**src/rtl/bcd_conv_seq_if.sv**
```systemverilog
// Handshake bundle between divider and bcd_conv_seq.
// START/BIN/ERR_IN request; BUSY/DONE/BCD/ERR result.
interface bcd_conv_seq_if #(
  parameter int WIDTH  = 16,
  parameter int DIGITS = 5
);
  logic                  START;
  logic [WIDTH-1:0]      BIN;
  logic                  ERR_IN;
  logic                  BUSY;
  logic                  DONE;
  logic [4*DIGITS-1:0]   BCD;
  logic                  ERR;

  modport master (
    output START, BIN, ERR_IN,
    input  BUSY, DONE, BCD, ERR
  );

  modport slave (
    input  START, BIN, ERR_IN,
    output BUSY, DONE, BCD, ERR
  );
endinterface

```
**src/rtl/bcd_conv_seq.sv**
```systemverilog
// Sequential binary-to-BCD (double dabble), one bit/clk.
// clk, rst (async high); bus: START/BIN/ERR_IN in, BUSY/DONE/BCD/ERR out.
module bcd_conv_seq #(
  parameter int WIDTH  = 16,
  parameter int DIGITS = 5
) (
  input  logic           clk,
  input  logic           rst,
  bcd_conv_seq_if.slave  bus
);
  localparam int SW = 4 * DIGITS;
  localparam int CW = $clog2(WIDTH + 1);

  localparam logic [1:0] S_IDLE = 2'd0;
  localparam logic [1:0] S_CONV = 2'd1;
  localparam logic [1:0] S_DONE = 2'd2;

  logic [1:0]       r_state;
  logic [WIDTH-1:0] r_bin;
  logic [SW-1:0]    r_scr;
  logic [CW-1:0]    r_cnt;
  logic             r_err_lat;
  logic [SW-1:0]    r_bcd;
  logic             r_err;

  logic [SW-2:0]    w_adj;
  logic [3:0]       w_top;
  logic [SW-1:0]    w_scr_nxt;
  logic [WIDTH-1:0] w_bin_nxt;
  logic             w_last;

  // The top digit's MSB is shifted out, so only its
  // low three bits are kept (mod-8 add equals them).
  assign w_top = r_scr[SW-1 -: 4];

  always_comb begin
    logic [3:0] d;
    w_adj = '0;
    for (int i = 0; i < DIGITS - 1; i++) begin
      d = r_scr[4*i +: 4];
      w_adj[4*i +: 4] = (d >= 4'd5) ? d + 4'd3 : d;
    end
    w_adj[SW-2 -: 3] = w_top[2:0] +
      ((w_top >= 4'd5) ? 3'd3 : 3'd0);
  end

  assign w_scr_nxt = {w_adj, r_bin[WIDTH-1]};
  assign w_bin_nxt = {r_bin[WIDTH-2:0], 1'b0};
  assign w_last    = (r_cnt == CW'(WIDTH - 1));

  always_ff @(posedge clk or posedge rst) begin
    if (rst) begin
      r_state   <= S_IDLE;
      r_bin     <= '0;
      r_scr     <= '0;
      r_cnt     <= '0;
      r_err_lat <= 1'b0;
      r_bcd     <= '0;
      r_err     <= 1'b0;
    end else begin
      case (r_state)
        S_CONV: begin
          r_scr <= w_scr_nxt;
          r_bin <= w_bin_nxt;
          r_cnt <= r_cnt + 1'b1;
          if (w_last) begin
            r_state <= S_DONE;
            r_bcd   <= r_err_lat ? '1 : w_scr_nxt;
            r_err   <= r_err_lat;
          end
        end
        default: begin
          if (bus.START) begin
            r_state   <= S_CONV;
            r_bin     <= bus.BIN;
            r_scr     <= '0;
            r_cnt     <= '0;
            r_err_lat <= bus.ERR_IN;
          end else begin
            r_state <= S_IDLE;
          end
        end
      endcase
    end
  end

  assign bus.BUSY = (r_state == S_CONV);
  assign bus.DONE = (r_state == S_DONE);
  assign bus.BCD  = r_bcd;
  assign bus.ERR  = r_err;
endmodule

```
**src/flat_wrapper.sv**
```systemverilog
// flat-port wrapper written by rule: the top's interface ports become plain ports
module bcd_conv_seq_flat 
#(
  parameter int WIDTH  = 16,
  parameter int DIGITS = 5
)
  (clk, rst, bus_START, bus_BIN, bus_ERR_IN, bus_BUSY, bus_DONE, bus_BCD, bus_ERR);
  bcd_conv_seq_if #(.WIDTH(WIDTH), .DIGITS(DIGITS)) bus_i ();
  input  logic clk;
  input  logic rst;
  input wire logic [$bits(bus_i.START)-1:0] bus_START;
  input wire logic [$bits(bus_i.BIN)-1:0] bus_BIN;
  input wire logic [$bits(bus_i.ERR_IN)-1:0] bus_ERR_IN;
  output wire logic [$bits(bus_i.BUSY)-1:0] bus_BUSY;
  output wire logic [$bits(bus_i.DONE)-1:0] bus_DONE;
  output wire logic [$bits(bus_i.BCD)-1:0] bus_BCD;
  output wire logic [$bits(bus_i.ERR)-1:0] bus_ERR;
  assign bus_i.START = bus_START;
  assign bus_i.BIN = bus_BIN;
  assign bus_i.ERR_IN = bus_ERR_IN;
  assign bus_BUSY = bus_i.BUSY;
  assign bus_DONE = bus_i.DONE;
  assign bus_BCD = bus_i.BCD;
  assign bus_ERR = bus_i.ERR;
  bcd_conv_seq #(.WIDTH(WIDTH), .DIGITS(DIGITS)) u_core (.clk(clk), .rst(rst), .bus(bus_i));
endmodule
```
**config.mk**
```make
export PLATFORM = sky130hd
export DESIGN_NAME = bcd_conv_seq_flat
export DESIGN_NICKNAME = d
export VERILOG_FILES = /design/src/rtl/bcd_conv_seq_if.sv /design/src/rtl/bcd_conv_seq.sv /design/src/flat_wrapper.sv
export SDC_FILE = /design/constraint.sdc
export NUM_CORES = 1
export LEC_CHECK = 0
export BUFFER_PORTS_ARGS = -buffer_cell sky130_fd_sc_hd__buf_2
export CAP_MARGIN = 30
export CORE_MARGIN = 2
export CORE_UTILIZATION = 30
export CTS_CLUSTER_DIAMETER = 50
export DETAILED_ROUTE_END_ITERATION = 12
export PLACE_DENSITY = 0.59
export SYNTH_ARGS = -nofsm -noshare
export SYNTH_HDL_FRONTEND = slang
export SYNTH_SLANG_ARGS = --single-unit
```
**constraint.sdc**
```tcl
create_clock -name clk -period 4 [get_ports clk]
set_clock_uncertainty 0.15 [all_clocks]
set_input_delay 0.2 -clock clk [delete_from_list [all_inputs] [get_ports clk]]
set_output_delay 0.2 -clock clk [all_outputs]
set_load 0.1 [all_outputs]
```
==> key figures <==
GRT
  • Vias in the first global route: 2434
  • Initial antenna violation count: 0
  • First-pass GRT wire length: around 11 mm
  • Grt ovf: 0
  • Pin count of the biggest net entering global routing: 49
  • Total GRT Usage: around 13%

Synthesis
  • Sequential area share after synthesis: ~52%
  • Synth top area cells: dfrtp_1, o21ai_0, mux2i_1, ha_1, nand2_1
  • Syn Area/Cell: between 10 and 15 um2
  • Number of flops mapped to enable cells by yosys: 0
  • Yosys top cell by area: dfrtp_1
  • Predominant post-synthesis flop cell: dfrtp_1
  • Cell Area, Synth: between 3000 and 4000 um2
  • Yosys cell types: 35
  • Syn Inst Count: ~310
  • Synth async-reset ratio: 100%
  • FF+latch count, synth: 65
  • Yosys top cell area share: between 50 and 60%
  • Synth warnings: 0
  • Synthesized Nets: ~340

Place
  • Placed Cells: 474
  • Routability Congestion: between 0.7 and 0.8
  • IO Port Bufs: 42
  • DP HPWL: around 4.3 mm

Run
  • Max Cap Violations: 0

Timing
  • Tmin final: approximately 2.2 ns
  • Final Hold Fails: 0
  • Final Max Slew Viols: 0
  • Setup violators final: 0
  • Fin crit share: 55.9%
  • Worst slew pin tran: 0.852 ns
  • Worst hold slack: 0.0147 ns
  • Fmax: ~0.45 GHz
  • Slew HR: between 40% and 50%
  • Post-route setup TNS: 0 ns
  • RSZ-0062 raised after global routing: false

Die
  • IO Count: between 40 and 50
  • Die H: roughly 110 um
  • Core area: roughly 10000 um2
  • FP Rows: 37
  • Initial Util: between 30% and 40%
  • Die X: between 100 and 150 um
  • Die Area: approximately 11000 um2

Clock network
  • Num Clock Sinks: 65
  • Max Buffers Root-to-Sink: 2
  • CTS clk-pin slew, worst paths: about 0.070 ns
  • Clock Tree Root: clkbuf_8
  • CTS tree: yes
  • Post-CTS setup buffer count: 0
  • CTS buffer count: 9
  • Worst skew pair latency: around 0.34 ns
  • H-tree depth: 3

Setup path
  • CP required: 3.65 ns
  • Worst Path Max Fanout: 48
  • Setup CP Type: reg -> out
  • R2R setup slack: 1.90 ns
  • Cells on worst reg2reg path: 5
  • R2r endpoint: u_core.bus.BCD[2]$_DFFE_PP0P_
  • RR Startpoint: u_core.r_state[1]$_DFFE_PP0P_
  • Worst setup EP type: output port
  • Critical Path AT: between 1.5 and 2 ns
  • Setup crit start kind: register

Cells and area
  • Share of layout cells above drive strength 1: about a fifth
  • Layout Nets: 392
  • Area grow syn2layout: 18.3%
  • Final Non-Filler Cells: roughly 500
  • # diodes: 0

Detailed routing
  • Drt initial violations: 111
  • DRC violations left: 0
  • Total number of vias: approximately 2300
  • ANT nets after route: 0
  • Drt via density: 4.68
  • First-pass DRT Iterations: 4
  • Total Routed Length: 6.36 mm
  • Routed len/inst: 12.7 um

Min path
  • Hold Crit Class: in -> reg
  • HP Start: bus_BIN[2]
  • Hold endpoint: u_core.r_bin[2]$_DFFE_PP0P_
  • WHS Path Cells: 3

Run status
  • Status: finished, final reports clean
worst max-delay path, stage by stage, from the launching register on:
cell	delay, ns
dfrtp_1	0.37
nand2b_4	0.31
inv_6	0.35
buf_2	0.49
layer usage:
| layer | vias to the layer above | track usage, % | part of all wire [%] |
|---|---|---|---|
| li1 | 1165 | - | - |
| met1 | 1118 | 16.1 | 47 |
| met2 | 51 | 20.2 | 46 |
| met3 | 10 | 5.09 | 6.2 |
| met4 | 0 | 3.25 | 1.2 |
| met5 | - | 0 | 0 |
worst max-delay path by stage:
| stage | start | to | slack, ns |
|---|---|---|---|
| 6_report | u_core.r_state[1]$_DFFE_PP0P_ | bus_BUSY | 1.76 |
| 2_1_floorplan | rst | u_core.bus.BCD[0]$_DFFE_PP0P_ | 2.02 |
| 4_1_cts | u_core.r_state[1]$_DFFE_PP0P_ | bus_BUSY | 1.73 |
| 3_5_place_dp | u_core.r_state[1]$_DFFE_PP0P_ | u_core.bus.BCD[9]$_DFFE_PP0P_ | 1.89 |
| 3_3_place_gp | u_core.r_state[1]$_DFFE_PP0P_ | u_core.bus.BCD[16]$_DFFE_PP0P_ | 1.96 |
| 5_1_grt | u_core.r_state[1]$_DFFE_PP0P_ | bus_BUSY | 1.65 |
kinds of logic (layout without fill, tap and decap cells):
kind of cell / after synthesis / after routing / share of synthesized area (%)
and+or+nand+nor: 96 / 96 / 15.6
AOI/OAI and AO/OA: 80 / 80 / 13.2
DFF: 65 / 65 / 51.6
buffers and inverters: 32 / 86 / 6.31
muxes: 20 / 20 / 6.51
adders and majority gates: 12 / 12 / 5.00
xor gates and xnor gates: 6 / 6 / 1.67
cell type report:
class / count / area [um2]
clock inverter: 5 / 80.1
timing repair buffer: 54 / 328
fill: 1059 / 6550
tap: 136 / 170
multi-input combinational: 214 / 1330
inverter: 16 / 67.6
clock buffer: 11 / 131
sequential: 65 / 1630
synth_stat cells, types with 5 or more instances:
cell      count
a21oi_1      21
a31oi_1       6
buf_6         5
dfrtp_1      65
ha_1         11
inv_1        14
mux2i_1      16
nand2_1      31
nand2b_1      5
nand3b_1      8
nor2_1       25
nor3b_1       8
o21ai_0      48
or3_1         8
per-stage QoR:
step | utilization (%) | cell area (um2) | setup slack (ns)
6_report | 36.3 | 3730 | 1.76
5_1_grt | 36.3 | 3730 | 1.65
4_1_cts | 36.3 | 3730 | 1.73
3_5_place_dp | 33.2 | 3410 | 1.89
3_3_place_gp | 33.2 | 3410 | 1.96
2_1_floorplan | - | 3150 | 2.02
placed cells by master (no fill, tap or decap), types with 5 or more instances in the layout:
master / Yosys / layout
dfrtp_1: 65 / 65
o21ai_0: 48 / 48
buf_2: 3 / 42
nand2_1: 31 / 31
nor2_1: 25 / 25
a21oi_1: 21 / 21
mux2i_1: 16 / 16
inv_1: 14 / 13
ha_1: 11 / 11
dlygate4sd3_1: 0 / 11
clkbuf_8: 0 / 9
or3_1: 8 / 8
nand3b_1: 8 / 8
nor3b_1: 8 / 8
a31oi_1: 6 / 6
nand2b_1: 5 / 5
timing repair:
item                      CTS  global route
hold buffers               11             0
gates resized for setup     0             0
hold endpoints to repair   49             0
flip-flops by register name (all words and copies together), names as in the netlist:
register,cells
u_core.bus.ERR,1
u_core.r_bin,16
u_core.bus.BCD,20
u_core.r_cnt,5
u_core.r_err_lat,1
u_core.r_scr,20
u_core.r_state,2
Power is not shown: default switching activity piles up to over one toggle a cycle in this logic, so the estimate is an artifact.
